### src/rtl/fpu_pkg.sv
// Shared definitions for the FPU result buffer: status bit positions, the
// stored result record and default buffer geometry.
package fpu_pkg;

  localparam int ST_EXACT     = 3;
  localparam int ST_OVERFLOW  = 2;
  localparam int ST_UNDERFLOW = 1;
  localparam int ST_INEXACT   = 0;

  localparam int DEFAULT_DEPTH = 4;
  localparam int DEFAULT_CNT_W = 8;

  typedef struct packed {
    logic [31:0] data;
    logic [3:0]  status;
  } fpu_result_t;

  // Range errors are overflow or underflow; other bits never count.
  function automatic logic is_range_err(input logic [3:0] status);
    return status[ST_OVERFLOW] | status[ST_UNDERFLOW];
  endfunction

endpackage

### src/rtl/fpu_rb_storage.sv
// Circular result storage with wrapping pointers and a registered head entry.
// Occupancy is owned by the caller; writes and pops are pre-qualified.
module fpu_rb_storage
  import fpu_pkg::*;
#(
  parameter int DEPTH = DEFAULT_DEPTH
) (
  input  logic        clk,
  input  logic        rst_n,
  input  logic        wr_en,
  input  fpu_result_t wr_result,
  input  logic        rd_en,
  output fpu_result_t head
);

  localparam int PTR_W = $clog2(DEPTH);

  fpu_result_t mem [DEPTH];

  logic [PTR_W-1:0] wr_ptr_reg;
  logic [PTR_W-1:0] wr_ptr_next;
  logic [PTR_W-1:0] rd_ptr_reg;
  logic [PTR_W-1:0] rd_ptr_next;
  fpu_result_t      head_reg;
  fpu_result_t      head_next;

  always_comb begin
    wr_ptr_next = wr_en ? wr_ptr_reg + PTR_W'(1) : wr_ptr_reg;
    rd_ptr_next = rd_en ? rd_ptr_reg + PTR_W'(1) : rd_ptr_reg;
  end

  // The head register tracks the entry at the next read pointer. Only when the
  // entry being written this cycle becomes the head (empty buffer, or a single
  // entry popped while writing) is the write data forwarded into it.
  always_comb begin
    if (wr_en && (wr_ptr_reg == rd_ptr_next)) begin
      head_next = wr_result;
    end else begin
      head_next = mem[rd_ptr_next];
    end
  end

  always_ff @(posedge clk) begin
    if (wr_en) begin
      mem[wr_ptr_reg] <= wr_result;
    end
  end

  always_ff @(posedge clk or negedge rst_n) begin
    if (!rst_n) begin
      wr_ptr_reg <= '0;
      rd_ptr_reg <= '0;
      head_reg   <= '0;
    end else begin
      wr_ptr_reg <= wr_ptr_next;
      rd_ptr_reg <= rd_ptr_next;
      head_reg   <= head_next;
    end
  end

  assign head = head_reg;

endmodule

### src/rtl/fpu_result_buffer.sv
// Captures one FPU result per rising edge of the completion flag into a small
// FIFO, with a ready/valid read port, drop flag and range-error counter.
module fpu_result_buffer
  import fpu_pkg::*;
#(
  parameter int DEPTH = DEFAULT_DEPTH,
  parameter int CNT_W = DEFAULT_CNT_W
) (
  input  logic                     clock100KHz,
  input  logic                     reset,
  input  logic [31:0]              data_in,
  input  logic [3:0]               status_in,
  input  logic                     done_in,
  output logic                     rd_valid,
  input  logic                     rd_ready,
  output logic [31:0]              rd_data,
  output logic [3:0]               rd_status,
  output logic [$clog2(DEPTH):0]   count,
  output logic                     full,
  output logic                     drop_err,
  output logic [CNT_W-1:0]         ovf_cnt
);

  localparam int CNT_BITS = $clog2(DEPTH) + 1;
  localparam logic [CNT_W-1:0] OVF_MAX = {CNT_W{1'b1}};

  logic                done_q_reg;
  logic [CNT_BITS-1:0] count_reg;
  logic [CNT_BITS-1:0] count_next;
  logic                drop_err_reg;
  logic                drop_err_next;
  logic [CNT_W-1:0]    ovf_cnt_reg;
  logic [CNT_W-1:0]    ovf_cnt_next;

  logic        capture;
  logic        pop;
  logic        is_full;
  logic        accept;
  logic        drop;
  fpu_result_t wr_result;
  fpu_result_t head;

  assign capture = done_in & ~done_q_reg;
  assign is_full = (count_reg == CNT_BITS'(DEPTH));
  assign pop     = rd_valid & rd_ready;
  // A full buffer still accepts when the head leaves on the same edge.
  assign accept  = capture & (~is_full | pop);
  assign drop    = capture & is_full & ~pop;

  assign wr_result = '{data: data_in, status: status_in};

  always_comb begin
    count_next = count_reg;
    case ({accept, pop})
      2'b10:   count_next = count_reg + CNT_BITS'(1);
      2'b01:   count_next = count_reg - CNT_BITS'(1);
      default: count_next = count_reg;
    endcase
  end

  always_comb begin
    drop_err_next = drop_err_reg | drop;
    ovf_cnt_next  = ovf_cnt_reg;
    if (accept && is_range_err(status_in) && (ovf_cnt_reg != OVF_MAX)) begin
      ovf_cnt_next = ovf_cnt_reg + CNT_W'(1);
    end
  end

  always_ff @(posedge clock100KHz or negedge reset) begin
    if (!reset) begin
      done_q_reg   <= 1'b0;
      count_reg    <= '0;
      drop_err_reg <= 1'b0;
      ovf_cnt_reg  <= '0;
    end else begin
      done_q_reg   <= done_in;
      count_reg    <= count_next;
      drop_err_reg <= drop_err_next;
      ovf_cnt_reg  <= ovf_cnt_next;
    end
  end

  fpu_rb_storage #(
    .DEPTH(DEPTH)
  ) u_storage (
    .clk       (clock100KHz),
    .rst_n     (reset),
    .wr_en     (accept),
    .wr_result (wr_result),
    .rd_en     (pop),
    .head      (head)
  );

  assign rd_valid  = (count_reg != '0);
  assign rd_data   = head.data;
  assign rd_status = head.status;
  assign count     = count_reg;
  assign full      = is_full;
  assign drop_err  = drop_err_reg;
  assign ovf_cnt   = ovf_cnt_reg;

  a_count_bound : assert property (
    @(posedge clock100KHz) disable iff (!reset) count_reg <= CNT_BITS'(DEPTH)
  );

endmodule

### config.mk
export PLATFORM = sky130hd
export DESIGN_NAME = fpu_result_buffer
export DESIGN_NICKNAME = d
export VERILOG_FILES = /design/src/rtl/fpu_pkg.sv /design/src/rtl/fpu_rb_storage.sv /design/src/rtl/fpu_result_buffer.sv
export SDC_FILE = /design/constraint.sdc
export NUM_CORES = 1
export LEC_CHECK = 0
export CAP_MARGIN = 20
export CORE_ASPECT_RATIO = 0.6
export CORE_MARGIN = 2
export CORE_UTILIZATION = 35
export CTS_CLUSTER_DIAMETER = 200
export DETAILED_ROUTE_END_ITERATION = 8
export HOLD_SLACK_MARGIN = 0.02
export PLACE_DENSITY = 0.58
export SYNTH_ARGS = -nofsm -noshare
export SYNTH_HDL_FRONTEND = slang
export SYNTH_HIERARCHICAL = 1
export SYNTH_SLANG_ARGS = --single-unit
export TNS_END_PERCENT = 50
### constraint.sdc
create_clock -name clock100KHz -period 5.8 [get_ports clock100KHz]
set_input_delay 1.45 -clock clock100KHz [delete_from_list [all_inputs] [get_ports clock100KHz]]
set_output_delay 1.45 -clock clock100KHz [all_outputs]
set_load 0.02 [all_outputs]
==> results of run 1 <==
## Yosys cell counts, drive strengths merged
master,number,area [um2]
a21oi,1,5.00
clkbuf,2,11.3
mux2,37,420
nor2,2,10.0
nand3,6,30.0
o31a,1,8.76
nand2b,1,6.26
ha,5,62.6
o22ai,1,20.0
and4,1,8.76
and2,4,25.0
o31ai,2,28.8
nor4,3,18.8
fa,1,20.0
a22oi,1,7.51
o22a,1,8.76
and2b,1,7.51
xnor2,3,33.8
o211ai,1,7.51
or3,1,6.26
inv,10,37.5
mux4,36,822
nor4b,1,8.76
o21ai,3,26.3
edfxtp,144,4320
nand2,6,22.5
dfrtp,53,1330
nand4,1,6.26
a21o,1,7.51
buf,9,66.3
nor3,4,20.0
xor2,12,105
or3b,1,11.3
a21boi,1,7.51
## final cells by class
class                           count  area, um2
Sequential cell                   197       5650
Fill cell                        1796      11600
Antenna cell                        1       2.50
Timing Repair Buffer               96        983
Tap cell                          279        349
Clock inverter                     10        145
Clock buffer                       22        484
Inverter                           10       37.5
Multi-Input combinational cell    139       1810
## worst register-to-register path: cells and delay by family, from the launching register on
kind | cells | cell delay [ns]
xor+xnor | 1 | 0.67
buf+inv | 1 | 0.35
mux | 2 | 0.60
compound gates | 1 | 0.44
flops | 1 | 0.50
simple gates | 1 | 0.20
## per-layer routing
| metal | track usage, % | vias to the layer above | wire length, um |
|---|---|---|---|
| met1 | 20.1 | 1934 | 7460 |
| met2 | 19.2 | 88 | 6450 |
| met4 | 4.01 | 0 | 124 |
| met5 | 0 | - | 0 |
| li1 | - | 1629 | - |
| met3 | 4.21 | 12 | 757 |
## kinds of logic (layout without fill, tap and decap cells)
kind of cell    after synthesis  count (layout)  synth area share, %
other cells                   0               1                    0
xor+xnor                     15              15                 1.84
compound gates               13              13                 1.69
flops                       197             197                 75.0
mux                          73              73                 16.5
fa+ha+maj                     6               6                 1.10
simple gates                 32              32                 2.41
buf+inv                      21             138                 1.53
## through the flow
stage	hold slack [ns]	area (um2)
5_1_grt	0.506	9460
3_5_place_dp	0.452	8780
4_1_cts	0.467	9410
6_report	0.460	9460
3_3_place_gp	0.440	8780
2_1_floorplan	0.525	7540
## worst paths after layout
path | endpoint | slack (ns) | cells past startpoint
max | u_storage/head[11] | 1.74 | 7
min | drop_err | 0.46 | 1
max reg2reg | u_storage/head[11] | 2.93 | 6
min reg2reg | drop_err | 0.46 | 1
max in group asynchronous | u_storage/head[26] | 4.08 | 2
min in group asynchronous | ovf_cnt[4] | 1.19 | 2
## where the power goes
group	switching, uW	internal [uW]
Clock	510	729
Sequential	155	1810
Combinational	853	983
Total	1520	3520
==> flow_summary.toml, run 1 <==
[setup_path]
cp_cell_sequence = "clkdlybuf4s50_1 -> o31a_1 -> nand2_1 -> xor2_4 -> buf_4 -> mux4_2 -> mux2_2"
cp.arrival_ns = 4.36
slowest_delay_ns = 0.66
path_delay_family = "buffers and inverters"
required_ns = 6.10
worstReg2RegStart = "count[0]"
startpoint_type = "primary input"
crit_fanout = 20
cp_slowest_cell = "xor2_4"
end_kind = "register"
crit_start = "rd_ready"
critPathKind = "in -> reg"
critPathBufInv = 2

[die]
fp-row-count = 41
die_w_um = 193
initial_utilization_pct = 35.8
dieArea_um2 = 22800
io_pins = 90
die_y_um = 118
coreArea_um2 = 21100

[detailed_routing]
ant_nets = 0
routedWlPerCell_um = 19.6
drt-initial-drc-count = 242
wirelength_um = 14800
vias = 3663
firstDrtPassIters = 4
drt-vias-per-instance = 4.86
drc = 0

[synth]
syn_area_um2 = 7540
avgSynthCellArea_um2 = 21.1
synth_cells = 357
synth-seq-area-share_pct = 75.0
synth_nets = 403
synth_seq_cells = 197
ys_warn_count = 6
synth_cell_types = 44

[finish]
final_util_pct = 44.9
largest_register_ffs = 144
finalNonFillerCells = 754
layout_commonest_cell = "edfxtp_1"
final_cell_mix = "144 x edfxtp_1, 88 x clkdlybuf4s50_1, 53 x dfrtp_1, 35 x mux2_2, 33 x mux4_2"
syn_to_final_growth_pct = 25.5
nNetsFinal = 507
drive_above_1_share_pct = 25.1

[place]
place.gp.congestion = 0.717
hpwl_um = 8680
pre_cts_slack_ns = 1.25
port_buffers = 89
dp.cells = 719

[timing]
setup_viol = 0
finalCritPeriodShare_pct = 70.0
layout_setup_ws_ns = 1.74
rsz0062_at_grt = "false"
hold_viol = 0
tightest_slew_ns = 1.12
min_period_ns = 4.06
drv_slew = 0
max_freq_mhz = 246
tns_ns = 0
relSlewSlack_pct = 25.2
skew_ns = 0.00810

[pwr]
power_leakage_uw = 0.00331
p_total_uw = 5040
powerDensity_nw_per_um2 = 533
irDropWorstVdd_mv = 0.239

[job]
max_cap_violations = 0

[hold_path]
hp-start = "drop_err"
hp-class = "reg -> reg"

[cts]
clock_sinks = 197
cts_tree = "done"
clock_path_buffers = 2
post_cts_resized = 0
path_clk_slew_ns = 0.06
htreeDepth = 4
numCtsBuffers = 17
post-cts-setup-buffer-count = 0
postCtsHoldBufs = 0
clk-insertion-delay-late_ns = 0.42
cts_root_buf = "clkbuf_16"

[global_route]
grt_max_degree = 54
grt_use_total_pct = 13.6
grt-ovfl-total = 0
antenna_found_initial = 1
first_global_vias = 3885
grt_pass1_wl_um = 23100

[outcome]
status = "complete, no violations"
No activity file was read; power rests on OpenSTA's default activity.
==> run 2: changes to the inputs <==
- PLACE_DENSITY: 0.58 -> 0.6
- clock period: 5.8 -> 3.5 ns (I/O delays scaled with it)
==> flow_summary.toml, run 2 (synthesized netlist as in run 1, its figures left out) <==
[timing]
skew_ns = 0.0123
rsz0062_at_grt = "false"
max_freq_mhz = 343
tns_ns = 0
final.hold.worst_slack_ns = 0.459
finalCritPeriodShare_pct = 83.4
tightest_slew_ns = 0.776
drv_slew = 0
min_period_ns = 2.92
hold_viol = 0
relSlewSlack_pct = 48.3
setup_viol = 0

[setup_path]
end_kind = "output port"
r2r_cells = 6
startpoint_type = "register"
critPathKind = "reg -> out"
cp_cell_sequence = "or3b_4 -> inv_1 -> clkdlybuf4s50_1"
crit_start = "count[2]"
worstReg2RegStart = "count[0]"
cp.arrival_ns = 2.04
crit_cells = 3
path_delay_family = "buffers and inverters"
slowest_delay_ns = 0.60
critPathBufInv = 2
crit_fanout = 6
required_ns = 2.62
cp_slowest_cell = "clkdlybuf4s50_1"

[pwr]
switchingPower_uw = 2560
p_total_uw = 8390
power_leakage_uw = 0.00335
p_int_uw = 5830
power_frac_comb_pct = 38.1
sw_frac_of_total_pct = 30.5
irDropWorstVdd_mv = 0.419
seq_power_share_pct = 38.5
powerDensity_nw_per_um2 = 880
clkPwrFrac_pct = 23.3

[detailed_routing]
drc = 0
drt-initial-drc-count = 164
ant_nets = 0
routedWlPerCell_um = 19.2
firstDrtPassIters = 6
vias = 3647
wirelength_um = 14600
drt-vias-per-instance = 4.78

[cts]
cts_root_buf = "clkbuf_16"
cts_tree = "done"
post_cts_resized = 0
post-cts-setup-buffer-count = 0
clock_path_buffers = 2
clock_sinks = 197
postCtsHoldBufs = 0
clk-insertion-delay-late_ns = 0.43
numCtsBuffers = 17
path_clk_slew_ns = 0.07
htreeDepth = 4

[die]
initial_utilization_pct = 35.8
coreArea_um2 = 21100
die_y_um = 118
die_w_um = 193
io_pins = 90
fp-row-count = 41
dieArea_um2 = 22800

[finish]
multi_input_area_um2 = 1810
fill_cells = 1797
final_cell_mix = "144 x edfxtp_1, 88 x clkdlybuf4s50_1, 53 x dfrtp_1, 35 x mux2_2, 33 x mux4_2"
final_util_pct = 45.2
largest_register_ffs = 144
syn_to_final_growth_pct = 26.4
nNetsFinal = 516
layout_commonest_cell = "edfxtp_1"
drive_above_1_share_pct = 26.3
seq_area_um2 = 5650

[hold_path]
holdPathStages = 1
hp-class = "reg -> reg"
hp-start = "drop_err"

[outcome]
status = "complete, no violations"

[place]
hpwl_um = 8960
place.gp.congestion = 0.704
port_buffers = 89

[global_route]
grt_pass1_wl_um = 23100
grt_max_degree = 54
first_global_vias = 3927
antenna_found_initial = 1
grt-ovfl-total = 0
grt_use_total_pct = 13.5

[job]
max_cap_violations = 0
## run 2: final cells by class
type,instances,share of cell area (%)
Timing Repair Buffer,105,11.5
Multi-Input combinational cell,139,19.0
Tap cell,279,3.66
Antenna cell,1,0.0263
Clock buffer,19,4.65
Clock inverter,13,1.55
Inverter,10,0.394
Sequential cell,197,59.3
## run 2: stage by stage
step / cell area, um2 / instances / worst slack [ns]
after floorplan: 7540 / 357 / 0.651
after detailed placement: 8940 / 730 / 0.294
after global placement: 8940 / 730 / 0.301
after CTS: 9530 / 762 / 0.564
after global routing: 9530 / 762 / 0.496
final: 9530 / 763 / 0.582
## run 2: power by group through the flow
stage | Sequential [uW] | Clock [uW] | Combinational [uW]
final | 3230 | 1960 | 3200
after global routing | 3290 | 2090 | 3420
after CTS | 3250 | 2000 | 3260
after detailed placement | 3290 | 0 | 3240
after global placement | 3270 | 0 | 3210
after floorplan | 3560 | 0 | 1700
## run 2: routing by layer
| metal | vias up | track usage [%] | part of all wire [%] |
|---|---|---|---|
| li1 | 1651 | - | - |
| met3 | 13 | 3.87 | 4.7 |
| met5 | - | 0 | 0 |
| met4 | 0 | 4.15 | 1.0 |
| met2 | 87 | 20.3 | 46 |
| met1 | 1896 | 19.0 | 49 |
## run 2: final timing paths
kind | to | slack, ns
hold / removal | drop_err | 0.46
max in group asynchronous | u_storage/head[11] | 2.38
setup / recovery | full | 0.58
min in group asynchronous | ovf_cnt[6] | 0.61
hold reg to reg | drop_err | 0.46
setup reg to reg | u_storage/head[34] | 1.03
